`src/rtl/riscv_mc_pkg.sv`:
```
// rtl/riscv_mc_pkg.sv - Shared types and encodings for the multi-cycle RISC-V control unit
// Contents: FSM state enum, opcode values, ALU sel constants, ALU-op and mux-select encodings.
package riscv_mc_pkg;

  typedef enum logic [3:0] {
    S_FETCH,
    S_DECODE,
    S_MEMADR,
    S_MEMREAD,
    S_MEMWB,
    S_MEMWRITE,
    S_EXECUTER,
    S_EXECUTEI,
    S_ALUWB,
    S_BRANCH,
    S_JAL,
    S_ILLEGAL
  } state_t;

  localparam logic [6:0] OP_LOAD   = 7'b0000011;
  localparam logic [6:0] OP_STORE  = 7'b0100011;
  localparam logic [6:0] OP_RTYPE  = 7'b0110011;
  localparam logic [6:0] OP_ITYPE  = 7'b0010011;
  localparam logic [6:0] OP_BRANCH = 7'b1100011;
  localparam logic [6:0] OP_JAL    = 7'b1101111;

  localparam logic [2:0] F3_WORD = 3'b010;
  localparam logic [2:0] F3_BEQ  = 3'b000;
  localparam logic [2:0] F3_BNE  = 3'b001;
  localparam logic [2:0] F3_BLT  = 3'b100;

  localparam logic [2:0] ALU_ADD = 3'b000;
  localparam logic [2:0] ALU_SUB = 3'b001;
  localparam logic [2:0] ALU_AND = 3'b010;
  localparam logic [2:0] ALU_OR  = 3'b011;
  localparam logic [2:0] ALU_SLT = 3'b101;

  localparam logic [1:0] ALU_OP_ADD   = 2'b00;
  localparam logic [1:0] ALU_OP_SUB   = 2'b01;
  localparam logic [1:0] ALU_OP_FUNCT = 2'b10;

  localparam logic [1:0] SRC_A_PC    = 2'b00;
  localparam logic [1:0] SRC_A_OLDPC = 2'b01;
  localparam logic [1:0] SRC_A_REGA  = 2'b10;

  localparam logic [1:0] SRC_B_REGB = 2'b00;
  localparam logic [1:0] SRC_B_IMM  = 2'b01;
  localparam logic [1:0] SRC_B_FOUR = 2'b10;

  localparam logic [1:0] RES_ALUOUT    = 2'b00;
  localparam logic [1:0] RES_DATA      = 2'b01;
  localparam logic [1:0] RES_ALURESULT = 2'b10;

  localparam logic [1:0] IMM_I = 2'b00;
  localparam logic [1:0] IMM_S = 2'b01;
  localparam logic [1:0] IMM_B = 2'b10;
  localparam logic [1:0] IMM_J = 2'b11;

endpackage

```
`src/rtl/riscv_alu_decoder.sv`:
```
// rtl/riscv_alu_decoder.sv - Combinational ALU sel decoder for the multi-cycle control unit
// Ports: alu_op (00 add, 01 sub, 10 funct), funct3, funct7b5, is_rtype -> alu_sel, funct_illegal.
// funct_illegal reflects funct3 alone so the FSM can reject R/I-type encodings while still in DECODE.
module riscv_alu_decoder
  import riscv_mc_pkg::*;
(
  input  logic [1:0] alu_op,
  input  logic [2:0] funct3,
  input  logic       funct7b5,
  input  logic       is_rtype,
  output logic [2:0] alu_sel,
  output logic       funct_illegal
);

  logic [2:0] funct_sel;

  always_comb begin
    funct_sel     = ALU_ADD;
    funct_illegal = 1'b0;
    case (funct3)
      3'b000:  funct_sel = (is_rtype && funct7b5) ? ALU_SUB : ALU_ADD;
      3'b010:  funct_sel = ALU_SLT;
      3'b110:  funct_sel = ALU_OR;
      3'b111:  funct_sel = ALU_AND;
      default: funct_illegal = 1'b1;
    endcase
  end

  always_comb begin
    case (alu_op)
      ALU_OP_ADD: alu_sel = ALU_ADD;
      ALU_OP_SUB: alu_sel = ALU_SUB;
      default:    alu_sel = funct_sel;
    endcase
  end

endmodule

```
`src/rtl/riscv_mc_control.sv`:
```
// rtl/riscv_mc_control.sv - Moore FSM sequencing the multi-cycle RISC-V datapath
// Ports: clk, rst_n (async, active-low); opcode/funct3/funct7b5 from IR; zero/negative/overflow ALU flags;
//        mem_ready handshake; datapath strobes and mux selects; sticky illegal flag; instret counter.
// Macro BRANCH_EXT_EN: when defined, BRANCH also handles bne (funct3=001) and blt (funct3=100).
module riscv_mc_control
  import riscv_mc_pkg::*;
#(
  parameter int INSTRET_W = 32
) (
  input  logic                 clk,
  input  logic                 rst_n,
  input  logic [6:0]           opcode,
  input  logic [2:0]           funct3,
  input  logic                 funct7b5,
  input  logic                 zero,
  input  logic                 negative,
  input  logic                 overflow,
  input  logic                 mem_ready,
  output logic                 pc_write,
  output logic                 adr_src,
  output logic                 mem_write,
  output logic                 ir_write,
  output logic                 reg_write,
  output logic [1:0]           result_src,
  output logic [1:0]           alu_src_a,
  output logic [1:0]           alu_src_b,
  output logic [1:0]           imm_src,
  output logic [2:0]           alu_sel,
  output logic                 illegal,
  output logic [INSTRET_W-1:0] instret
);

  state_t     state, next_state;
  logic [1:0] alu_op;
  logic       funct_illegal;
  logic       pc_write_c, mem_write_c, ir_write_c, reg_write_c;
  logic       retire;
  logic       branch_ok, branch_take;

  riscv_alu_decoder u_alu_decoder (
    .alu_op        (alu_op),
    .funct3        (funct3),
    .funct7b5      (funct7b5),
    .is_rtype      (opcode == OP_RTYPE),
    .alu_sel       (alu_sel),
    .funct_illegal (funct_illegal)
  );

  // Which branch flavours exist, and whether the selected one is taken.
  always_comb begin
    branch_ok   = (funct3 == F3_BEQ);
    branch_take = zero;
`ifdef BRANCH_EXT_EN
    case (funct3)
      F3_BNE: begin
        branch_ok   = 1'b1;
        branch_take = ~zero;
      end
      F3_BLT: begin
        branch_ok   = 1'b1;
        branch_take = negative ^ overflow;
      end
      default: ;
    endcase
`else
    begin : flags_unused_blk
      logic unused_flags;
      unused_flags = negative ^ overflow;
    end
`endif
  end

  always_ff @(posedge clk or negedge rst_n) begin
    if (!rst_n) begin
      state   <= S_FETCH;
      instret <= '0;
    end else begin
      state <= next_state;
      if (retire) instret <= instret + {{(INSTRET_W-1){1'b0}}, 1'b1};
    end
  end

  always_comb begin
    next_state  = state;
    pc_write_c  = 1'b0;
    adr_src     = 1'b0;
    mem_write_c = 1'b0;
    ir_write_c  = 1'b0;
    reg_write_c = 1'b0;
    result_src  = RES_ALUOUT;
    alu_src_a   = SRC_A_PC;
    alu_src_b   = SRC_B_REGB;
    imm_src     = IMM_I;
    alu_op      = ALU_OP_ADD;
    illegal     = 1'b0;
    retire      = 1'b0;
    case (state)
      S_FETCH: begin
        alu_src_b  = SRC_B_FOUR;
        result_src = RES_ALURESULT;
        ir_write_c = mem_ready;
        pc_write_c = mem_ready;
        if (mem_ready) next_state = S_DECODE;
      end
      S_DECODE: begin
        // Branch target is precomputed here so BRANCH only needs the compare.
        alu_src_a = SRC_A_OLDPC;
        alu_src_b = SRC_B_IMM;
        imm_src   = IMM_B;
        case (opcode)
          OP_LOAD, OP_STORE: next_state = (funct3 == F3_WORD) ? S_MEMADR : S_ILLEGAL;
          OP_RTYPE:          next_state = funct_illegal ? S_ILLEGAL : S_EXECUTER;
          OP_ITYPE:          next_state = funct_illegal ? S_ILLEGAL : S_EXECUTEI;
          OP_BRANCH:         next_state = branch_ok ? S_BRANCH : S_ILLEGAL;
          OP_JAL:            next_state = S_JAL;
          default:           next_state = S_ILLEGAL;
        endcase
      end
      S_MEMADR: begin
        alu_src_a  = SRC_A_REGA;
        alu_src_b  = SRC_B_IMM;
        imm_src    = (opcode == OP_STORE) ? IMM_S : IMM_I;
        next_state = (opcode == OP_STORE) ? S_MEMWRITE : S_MEMREAD;
      end
      S_MEMREAD: begin
        adr_src = 1'b1;
        if (mem_ready) next_state = S_MEMWB;
      end
      S_MEMWB: begin
        result_src  = RES_DATA;
        reg_write_c = 1'b1;
        retire      = 1'b1;
        next_state  = S_FETCH;
      end
      S_MEMWRITE: begin
        adr_src     = 1'b1;
        mem_write_c = 1'b1;
        retire      = mem_ready;
        if (mem_ready) next_state = S_FETCH;
      end
      S_EXECUTER: begin
        alu_src_a  = SRC_A_REGA;
        alu_op     = ALU_OP_FUNCT;
        next_state = S_ALUWB;
      end
      S_EXECUTEI: begin
        alu_src_a  = SRC_A_REGA;
        alu_src_b  = SRC_B_IMM;
        alu_op     = ALU_OP_FUNCT;
        next_state = S_ALUWB;
      end
      S_ALUWB: begin
        reg_write_c = 1'b1;
        retire      = 1'b1;
        next_state  = S_FETCH;
      end
      S_BRANCH: begin
        alu_src_a  = SRC_A_REGA;
        alu_op     = ALU_OP_SUB;
        pc_write_c = branch_take;
        retire     = 1'b1;
        next_state = S_FETCH;
      end
      S_JAL: begin
        // OldPC+4 is the link value; it lands in ALUOut and is written back in ALUWB.
        alu_src_a  = SRC_A_OLDPC;
        alu_src_b  = SRC_B_FOUR;
        pc_write_c = 1'b1;
        next_state = S_ALUWB;
      end
      S_ILLEGAL: illegal = 1'b1;
      default:   next_state = S_FETCH;
    endcase
  end

  // Strobes are gated by reset so FETCH's mem_ready-driven loads cannot fire during reset.
  assign pc_write  = pc_write_c  & rst_n;
  assign ir_write  = ir_write_c  & rst_n;
  assign mem_write = mem_write_c & rst_n;
  assign reg_write = reg_write_c & rst_n;

endmodule

```
`config.mk`:
```
export PLATFORM = sky130hd
export DESIGN_NAME = riscv_mc_control
export DESIGN_NICKNAME = d
export VERILOG_FILES = /design/src/rtl/riscv_mc_pkg.sv /design/src/rtl/riscv_alu_decoder.sv /design/src/rtl/riscv_mc_control.sv
export SDC_FILE = /design/constraint.sdc
export NUM_CORES = 1
export LEC_CHECK = 0
export BUFFER_PORTS_ARGS = -buffer_cell sky130_fd_sc_hd__buf_2
export CAP_MARGIN = 40
export CORE_ASPECT_RATIO = 1.4
export CORE_MARGIN = 2
export CORE_UTILIZATION = 50
export DETAILED_ROUTE_END_ITERATION = 8
export PLACE_DENSITY_LB_ADDON = 0.2
export RECOVER_POWER = 50
export SKIP_LAST_GASP = 1
export SLEW_MARGIN = 10
export SYNTH_ARGS = -nofsm -noshare
export SYNTH_HDL_FRONTEND = slang
export SYNTH_SLANG_ARGS = --single-unit
export TNS_END_PERCENT = 1
```
`constraint.sdc`:
```
create_clock -name clk -period 1.9 [get_ports clk]
set_input_delay 0.285 -clock clk [delete_from_list [all_inputs] [get_ports clk]]
set_output_delay 0.285 -clock clk [all_outputs]
set_load 0.05 [all_outputs]
```
Word-level counts from Yosys, hierarchy flattened
Cells that the tools add are included.

Bits in registers: 36. Bits of input ports: 17. Output and inout port bits: 49. Word-level logic and storage cells: 74.

Add/sub/neg operators: 1. Eq/ne operators: 24. Multiplexer cells: 26. Bitwise logic cells: 5. Reductions and logical operators: 16.

Operators with widths (number): $add 32x1->32 const B (1); $pmux 4 s7 (1); $mux 4 (6); $pmux 2 s2 (5); $pmux 4 s5 (1); $eq 4x3->1 const B (4); $eq 4x4->1 const B (4); $eq 7x6->1 const B (2); $eq 7x7->1 const B (2); $pmux 3 s4 (1); $reduce_or 2->1 (6); $reduce_or 3->1 (3); $eq 4x2->1 const B (2); $reduce_or 4->1 (2); $eq 7x2->1 const B (1); $eq 7x5->1 const B (1); $mux 1 (7); $eq 3x3->1 const B (2); $ne 2x2->1 const B (3); $pmux 3 s2 (1); $and 1x1->1 (4); $eq 4x1->1 const B (1); $logic_not 4->1 (1); $reduce_and 4->1 (1); other kinds (10) (10).

Logic depth before layout (Yosys ltp)
Gate-level depths: netlist of run 1.

Depth in word-level cells: 5. Mapped depth: 6. Mapped depth without buffers: 5.

Cells and area by module
From an unflattened synthesis of run 1, not the netlist that was laid out.

Cell total of the unflattened synthesis: 211. Area total of the unflattened synthesis: 2100.8 µm².

By module, submodules not included: riscv_mc_control (times used 1, cells an instance 202, area each 2031.9 µm², sequential area each 900.9 µm²); riscv_alu_decoder (times used 1, cells an instance 9, area each 68.8 µm², sequential area each 0.0 µm²).

Worst setup path before layout of run 1
OpenSTA, ideal clock, no wires.

Kind: reg2out. From: register state[1]. To: output port ir_write. Arrival: 2869 ps. Required time: 1615 ps. Slack: -1254 ps. Stages on the path, launching flop included: 4. Path buffers: 1. Cells stage by stage: dfrtp_1 clkbuf_1 nor4_1 and3_1.

Word-level cells in the longest chain between the ends: 3.

RTL lines: start: declaration (RTL line riscv_mc_control.sv:33) `state_t state, next_state;`; start signal: assignment (RTL line riscv_mc_control.sv:78) `state <= next_state;`; $logic_not 4->1 (RTL line riscv_mc_control.sv:97) `case (state)`; $mux 1 (RTL line riscv_mc_control.sv:97); $and 1x1->1 (RTL line riscv_mc_control.sv:178) `assign ir_write = ir_write_c & rst_n;`; end: declaration (RTL line riscv_mc_control.sv:22) `output logic ir_write,`.

Every way passes these cells.

Worst setup path after layout of run 1
From: register state[0]. To: output port ir_write.

The elaborated chain is that of the path after synthesis.

==> run metrics, run 1 <==
cell accounting for the most synthesized area dfrtp_1; drt first pass iters 4; clock skew 0.00883 ns; CORE AREA 3920 um^2; vias in the first global route 1809; power per cell area 1400 nW/um^2; setup tns final 0 ns; Worst Path Arrival 1.61 ns; setup violators final 0; largest net degree at the start of global routing 28; most frequent cell after synthesis dfrtp_1; dpl hpwl about 3600 um; Final Cycle Share between 90% and 100%; worst skew pair latency 0.29 ns; Startpoint Class register; # fillers 356; Critical Path End Type primary output; largest stage delay on the critical path roughly 0.43 ns; Hold Path Stages 3; Synth top area share about 44%; Synth cell types 44; Leak 1.33 nW; XOR/XNOR share of the synthesized area 14.1%; RSZ-0062 raised after global routing yes; mapped cell area between 2000 and 2500 um^2; CTS Buffer Depth 2; CTS Buf Count 5; die area 4600 um^2; Std-Cell Rows 27; fin. max-slew vios 0; Clock Sinks 36; Hold Crit Start funct3[1]; cell breakdown of the critical path buf_4, nor4_4, and3_1, buf_2; Worst Tran Pin Value 1.36 ns; R2R depth 6; kind of critical path register to primary output; initial antenna violation count 0; H-Tree Depth 2; initial core utilization 51.9%; outcome finished clean; drt wl/cell 13.7 um; Antenna Cells 0; largest family of logic cells by synthesized area simple AND/OR/NAND/NOR gates; Max Cap Violations 0; I/O Buffers 63; total power ~0.0038 W; required time worst endpoint 1.62 ns; Root Buffer clkbuf_8; Die Span Y 79.5 um; TritonCTS clock tree built; final antenna-violating net count 0; total number of yosys warnings 0; share of layout cells above drive strength 1 approximately 33%; placer's final routability congestion estimate 0.850; kind of path behind the tightest hold check input pin to register; drt drc 0; Synth Flop Type dfrtp_1; Worst VDD drop 1.32 mV; Die Span X 57.9 um; Via density ~5.5; proportion of synthesized area in mux cells 0.554%; slowest stage cell, crit path dfrtp_1; synth cell count leaders dfrtp_1 (36), nand2_1 (29), xnor2_1 (24); Post-Synthesis Cells 220; Fin. Hold Viols 0; syn avg cell area approximately 9 um^2; Seq/Total Area, Yosys 44.3%; post-synthesis compound-gate area fraction 8.79%; routed wire length approximately 4800 um; worst-path maximum fanout 6; simple-gate share of the synthesized area 28.8%; nets 322; top cells by area, synth dfrtp_1 (44%), xnor2_1 (10%), nand2_1 (5.4%); Post-synth EDFFs 0; # IOs 66; Iteration-0 DRC Markers roughly 50; final cell count without fillers 348; Tmin final 1.90 ns; GRT Overall Usage 22.1%; Layout Area Growth over Synthesis 32.4%; aggregate global routing overflow 0; Yosys reg bits 36; routed vias 1921; Syn Nets 238; Inst Count DP 335; first-pass GRT wire length 7850 um; first element of the critical path state[0]$_DFFE_PN0P_; worst r2r src instret[4]$_DFFE_PN0P_; Slew HR 9.21%; adder-cell area share of the yosys netlist 0.615%; Async SR Flop Fraction 100%; max frequency 527 MHz; Worst-path clk slew 0.07 ns
[report_power, final]
group	internal, W	switching [W]	leakage (nW)
Clock	0.000388	0.000276	0.0541
Sequential	0.000874	0.000149	0.484
Combinational	0.000708	0.00137	0.790
Total	0.00197	0.00179	1.33
[cells by family (layout without fill, tap and decap cells)]
logic type,count (synthesis),count (layout)
DFF,36,36
muxes,1,1
xor gates and xnor gates,32,32
AOI/OAI and AO/OA,26,26
adders and majority gates,1,1
and+or+nand+nor,111,111
buffers and inverters,13,98
[cell usage in the layout, fill, tap and decap left out, types with 2 or more instances in the layout]
cell type,n
a21oi_1,7
a31oi_1,2
and2_1,3
and3_1,7
and3_2,2
and4_2,2
buf_2,48
buf_4,20
buf_6,2
clkbuf_1,11
clkbuf_8,5
dfrtp_1,33
dfrtp_2,3
inv_1,7
nand2_1,29
nand2b_1,5
nand3_1,10
nand4_1,8
nand4b_1,2
nor2_1,21
nor2b_1,3
nor3_1,6
nor3b_2,2
o21ai_0,4
o22ai_1,3
xnor2_1,23
xor2_1,7
[path summary, 6_finish.rpt]
| check | end | slack, ns |
|---|---|---|
| min | state[1]$_DFFE_PN0P_ | 0.37 |
| max in group asynchronous | instret[15]$_DFFE_PN0P_ | 0.49 |
| max reg2reg | instret[17]$_DFFE_PN0P_ | 0.17 |
| min reg2reg | instret[31]$_DFFE_PN0P_ | 0.47 |
| max | ir_write | 0.003 |
| min in group asynchronous | instret[11]$_DFFE_PN0P_ | 0.62 |
[sequential cells by signal (all words and copies together), names as in the netlist]
register  count
instret      32
state         4
[per-stage QoR]
| step | area (um^2) | utilization [%] | setup slack, ns | hold slack (ns) |
|---|---|---|---|---|
| 6_report | 2690 | 68.7 | 0.00318 | 0.369 |
| 5_1_grt | 2690 | 68.7 | -0.0620 | 0.408 |
| 4_1_cts | 2650 | 67.7 | -0.0116 | 0.112 |
| 3_5_place_dp | 2520 | 64.4 | 0.0860 | 0.190 |
| 3_3_place_gp | 2520 | 64.4 | 0.120 | 0.186 |
| 2_1_floorplan | 2070 | - | -0.321 | -0.0106 |
[metal layers]
| metal | global-route usage (%) | up-vias | share of wire (%) |
|---|---|---|---|
| li1 | - | 936 | - |
| met1 | 23.1 | 912 | 38 |
| met2 | 39.5 | 62 | 53 |
| met3 | 4.70 | 11 | 5.4 |
| met4 | 13.0 | 0 | 3.4 |
| met5 | 0 | - | 0 |
[critical path, delay by kind of cell, from the launching register on]
| family | cells | cell delay (ns) |
|---|---|---|
| and+or+nand+nor | 2 | 0.45 |
| buffers and inverters | 2 | 0.44 |
| DFF | 1 | 0.43 |
[repair_timing]
| item | in CTS | in global routing |
|---|---|---|
| endpoints found under the hold margin | 9 | 0 |
| endpoints found under the setup margin | 6 | 22 |
| hold buffers | 1 | 0 |
| gates resized for setup | 4 | 10 |
| setup buffers | 0 | 4 |
[cell type report]
cell class / instances / area [um^2] / share of cell area (%)
clock buffer: 5 / 68.8 / 2.55
clock inverter: 3 / 42.5 / 1.58
inverter: 7 / 26.3 / 0.975
multi-input combinational: 171 / 1130 / 41.8
sequential: 36 / 905 / 33.6
tap: 43 / 53.8 / 2.00
timing repair buffer: 83 / 472 / 17.5
(Power assumes the default switching activity.)
==> inputs of run 2 (changes only) <==
--- a/config.mk
+++ b/config.mk
@@ -12,4 +12,5 @@
 export CORE_UTILIZATION = 50
 export DETAILED_ROUTE_END_ITERATION = 8
+export MAX_ROUTING_LAYER = met4
 export PLACE_DENSITY_LB_ADDON = 0.2
 export RECOVER_POWER = 50
==> constraint.sdc (replaced) <==
create_clock -name clk -period 1.9 [get_ports clk]
set_input_delay 0.095 -clock clk [delete_from_list [all_inputs] [get_ports clk]]
set_output_delay 0.095 -clock clk [all_outputs]
set_load 0.05 [all_outputs]
==> run 2 against run 1 <==
Against the previous run:
- largest cell class unchanged
- flip-flop and latch count did not move
- clock power fell by 13%
- critical path depth rose by 3
- highest routed layer unchanged
- largest power group unchanged
- worst setup slack better by 0.10 ns
- final area is 5.0% lower
==> run metrics, run 2 (synthesized netlist as in run 1, its figures left out) <==
outcome finished clean; final antenna-violating net count 0; Worst VDD drop about 1.3 mV; kind of path behind the tightest hold check input pin to register; routed vias 1892; Final Cycle Share 94.4%; Die Span X 57.9 um; worst skew pair latency 0.28 ns; Critical Path End Type primary output; R2R depth 6; Worst Tran Pin Value roughly 0.61 ns; placer's final routability congestion estimate 0.826; routed wire length roughly 4600 um; drt drc 0; Startpoint Class register; Largest Register instret; first-pass GRT wire length just under 8000 um; Leak between 1 and 1.5 nW; initial core utilization 51.9%; nets between 300 and 400; Buf/Inv on CP 2; Via density ~5.6; die area ~4600 um^2; setup violators final 0; H-Tree Depth 2; kind of critical path register to primary output; Hold Crit Start funct3[1]; max frequency 558 MHz; Hold Path Stages 3; TritonCTS clock tree built; max FFs per register 32; CTS Buf Count 5; leading cell types in the layout, fill and taps excluded buf_2 (39), dfrtp_1 (36), nand2_1 (29); design area 2560 um^2; Antenna Cells 0; Die Span Y 79.5 um; largest net degree at the start of global routing 24; Layout Area Growth over Synthesis 25.8%; Setup Buffers After CTS 0; Worst Path Arrival about 1.7 ns; Worst-path clk slew 0.07 ns; final worst slack around 0.11 ns; worst r2r src instret[4]$_DFFE_PN0P_; initial antenna violation count 0; Fin. Hold Viols 0; drt first pass iters 4; largest stage delay on the critical path 0.37 ns; dpl hpwl 3550 um; cell breakdown of the critical path buf_4, nor2_1, nand2_1, a21oi_1, a31oi_1, nor3b_1, buf_2; setup tns final 0 ns; clock skew around 0.0018 ns; total power 0.00346 W; top cell family by delay on the critical path buffers and inverters; # IOs 66; drt wl/cell 13.6 um; most common cell after layout, fill and taps aside buf_2; Std-Cell Rows 27; Max Cap Violations 0; required time worst endpoint 1.80 ns; Tmin final 1.79 ns; CTS Buffer Depth 2; pre-CTS WS 0.116 ns; vias in the first global route 1819; fin. max-slew vios 0; RSZ-0062 raised after global routing yes; CORE AREA 3920 um^2; Post-DP Area between 2000 and 2500 um^2; Clock Sinks 36; slowest stage cell, crit path dfrtp_1; Slew HR 59.8%; share of layout cells above drive strength 1 between 20% and 30%; first element of the critical path state[1]$_DFFE_PN0P_; worst-path maximum fanout 15; I/O Buffers 63; biggest regs instret: 32 flops, state: 4 flops; Root Buffer clkbuf_8; Levels on crit path 7; power per cell area about 1400 nW/um^2; GRT Overall Usage roughly 22%; aggregate global routing overflow 0; Iteration-0 DRC Markers between 80 and 90
==> run 2: layout make-up <==
cell class / instances / area, um^2
multi-input cells: 171 / 1100
clock buffers: 7 / 96.3
fillers: 347 / 1360
inverters: 7 / 26.3
well taps: 43 / 53.8
repair buffers: 76 / 383
flip-flops and latches: 36 / 901
==> run 2: final timing paths <==
| kind | end | slack, ns |
|---|---|---|
| worst min-delay path | state[1]$_DFFE_PN0P_ | 0.19 |
| min in group asynchronous | instret[2]$_DFFE_PN0P_ | 0.27 |
| worst max register to register | instret[29]$_DFFE_PN0P_ | 0.17 |
| worst min register to register | instret[31]$_DFFE_PN0P_ | 0.47 |
| max in group asynchronous | instret[17]$_DFFE_PN0P_ | 0.78 |
| worst max-delay path | pc_write | 0.11 |
==> run 2: what timing repair did <==
| item | in CTS | in global routing |
|---|---|---|
| hold endpoints to repair | 13 | 0 |
| resized for setup | 0 | 1 |
| setup endpoints to repair | 0 | 9 |
| hold buffers | 1 | 0 |
==> run 2: routing by layer <==
metal / global-route usage, % / vias to the layer above / part of all wire, %
met2: 39.1 / 60 / 53
met3: 4.05 / 7 / 5.2
met4: 10.2 / 0 / 1.7
li1: - / 920 / -
met5: - / - / 0
met1: 23.8 / 905 / 40
==> run 2: report_power, final <==
| part | total (W) | internal (W) | switching [W] |
|---|---|---|---|
| sequential | 0.000948 | 0.000868 | 0.0000793 |
| combinational | 0.00194 | 0.000560 | 0.00138 |
| clock | 0.000576 | 0.000323 | 0.000253 |
| total | 0.00346 | 0.00175 | 0.00171 |
==> run 2: worst min-delay path, stage by stage <==
cell and delay, ns:
buf_2 0.12, nor3_1 0.07, o22ai_1 0.14
==> run 2: stage by stage <==
step                instances  utilization (%)  hold WS (ns)
finish                    340             65.3         0.193
global route              340             65.3         0.216
CTS                       340             66.1         0.179
detailed placement        332             63.4        0.0399
global placement          332             63.4        0.0426
floorplan                 220                -        -0.201
==> inputs of run 3 (changes only) <==
- PLACE_DENSITY: default -> 0.91
- PLACE_DENSITY_LB_ADDON: 0.2 -> default
==> run 3 against run 2 <==
Against the previous run:
- sequential power rose by 2.5%
- critical endpoint unchanged
- worst setup slack got worse by 0.00069 ns
- final area rose by 0.34%
- combinational power is essentially flat
- clock skew rose by 0.0078 ns
- die area unchanged
- first-iteration DRC count fell by 16%
- via count shrank 0.16%
- register-to-register slack hardly changed
- flip-flop and latch count unchanged
- largest power group unchanged
- utilization grew 0.22 points
- maximum frequency is essentially flat
==> run metrics, run 3 (synthesized netlist as in run 1, its figures left out) <==
Buf/Inv on CP 2; final core utilization about two thirds; Max Cap Violations 0; Root Buffer clkbuf_8; drt first pass iters 6; drt wl/cell approximately 14 um; dpl hpwl 3660 um; GRT Overall Usage between 20 and 25%; final antenna-violating net count 0; Final Cycle Share 94.4%; placer's final routability congestion estimate 0.921; share of layout cells above drive strength 1 23.9%; initial core utilization 51.9%; die area about 4600 um^2; routed vias roughly 1900; biggest regs instret: 32 flops, state: 4 flops; largest stage delay on the critical path around 0.38 ns; slowest stage cell, crit path dfrtp_1; multi-input logic area 1100 um^2; Startpoint Class register; outcome finished clean; top cell family by delay on the critical path buffers and inverters; worst skew pair latency 0.29 ns; TritonCTS clock tree built; Levels on crit path 7; design area 2570 um^2; Slew HR between 40% and 50%; drt drc 0; metal2 WL 2450 um; CTS Buf Count 5; Layout Area Growth over Synthesis 26.2%; RSZ-0062 raised after global routing yes; Largest Register instret; leading cell types in the layout, fill and taps excluded buf_2 (37), dfrtp_1 (36), nand2_1 (29); required time worst endpoint around 1.8 ns; Std-Cell Rows 27; clock skew 0.00952 ns; worst-path maximum fanout 15; routed wire length 4760 um; Leak 1.22 nW; Die Span Y 79.5 um; M1 WL 1980 um; cell breakdown of the critical path buf_4, nor2_1, nand2_1, a21oi_1, a31oi_1, nor3b_1, clkbuf_4; Post-DP Area 2480 um^2; # IOs 66; max FFs per register 32; Die Span X just under 60 um; Critical Path End Type primary output; initial antenna violation count 0; Iteration-0 DRC Markers 70; Worst VDD drop ~1.2 mV; first-pass GRT wire length 7690 um; kind of path behind the tightest hold check input pin to register; Fin. Hold Viols 0; setup violators final 0; Hold Path Stages 4; R2R depth 6; Via density 5.56; final worst slack between 0.1 and 0.15 ns; Setup Buffers After CTS 0; CORE AREA 3920 um^2; CTS Buffer Depth 2; vias in the first global route ~1800; top sig layer met4; met3 wire len 227 um; Tmin final 1.79 ns; most common cell after layout, fill and taps aside buf_2; largest net degree at the start of global routing 37; I/O Buffers 63; # fillers roughly 340; Worst-path clk slew 0.07 ns; fin. max-slew vios 0; pre-CTS WS 0.0924 ns; Worst Tran Pin Value 0.865 ns; Clock Sinks 36; nets 314; kind of critical path register to primary output; Antenna Cells 0; H-Tree Depth 2; aggregate global routing overflow 0; FF/Latch Area roughly 900 um^2; max frequency 558 MHz; power per cell area 1390 nW/um^2; Worst Path Arrival 1.70 ns
[run 3: changes by cell type in the layout (fill, tap and decap cells not counted), sizes merged]
cell | previous run | this run
clkinvlp | 0 | 1
clkinv | 0 | 1
bufinv | 0 | 1
buf | 50 | 47
[run 3: worst reg2reg max path, delay by kind of cell, from the launching register on]
kind                      cells  cell delay [ns]
buffers and inverters         1             0.17
and+or+nand+nor               4             0.89
xor gates and xnor gates      1             0.15
DFF                           1             0.45
[run 3: timing repair]
action                                 in CTS  in global routing
hold buffers                                1                  0
setup endpoints to repair                   0                  7
resized for setup                           0                  2
endpoints found under the hold margin      36                  0
[run 3: metrics by stage]
stage | TNS [ns] | power [W] | cells | hold WS (ns)
3_5_place_dp | 0 | 0.00291 | 331 | 0.239
4_1_cts | 0 | 0.00359 | 340 | 0.188
5_1_grt | -0.0578 | 0.00376 | 340 | 0.221
6_report | 0 | 0.00356 | 340 | 0.200
2_1_floorplan | -2.01 | 0.00243 | 220 | -0.201
3_3_place_gp | 0 | 0.00287 | 331 | 0.240
[run 3: final timing paths]
kind | start | to | slack (ns)
max in group asynchronous | rst_n | instret[4]$_DFFE_PN0P_ | 0.63
worst max-delay path | state[1]$_DFFE_PN0P_ | pc_write | 0.11
min in group asynchronous | rst_n | instret[20]$_DFFE_PN0P_ | 0.72
worst min register to register | instret[27]$_DFFE_PN0P_ | instret[27]$_DFFE_PN0P_ | 0.49
worst min-delay path | opcode[4] | state[3]$_DFFE_PN0P_ | 0.20
worst max register to register | instret[3]$_DFFE_PN0P_ | instret[29]$_DFFE_PN0P_ | 0.17
[run 3: area by class of cell]
cell class                 count  share of cell area [%]
clock buffer                   5                    2.68
clock inverter                 3                    1.66
inverter                       7                    1.02
multi-input combinational    171                    42.8
sequential                    36                    35.1
tap                           43                    2.10
timing repair buffer          75                    14.7
[run 3: report_power, final]
part	leakage, nW	internal, W	switching [W]	total [W]
logic	0.678	0.000552	0.00137	0.00192
registers	0.488	0.000868	0.000104	0.000972
clock network	0.0541	0.000388	0.000281	0.000669
[run 3: layer usage]
layer	vias to the layer above	GRT usage (%)
li1	927	-
met1	902	24.7
met2	51	37.5
met3	9	4.54
met4	0	10.5
met5	-	-
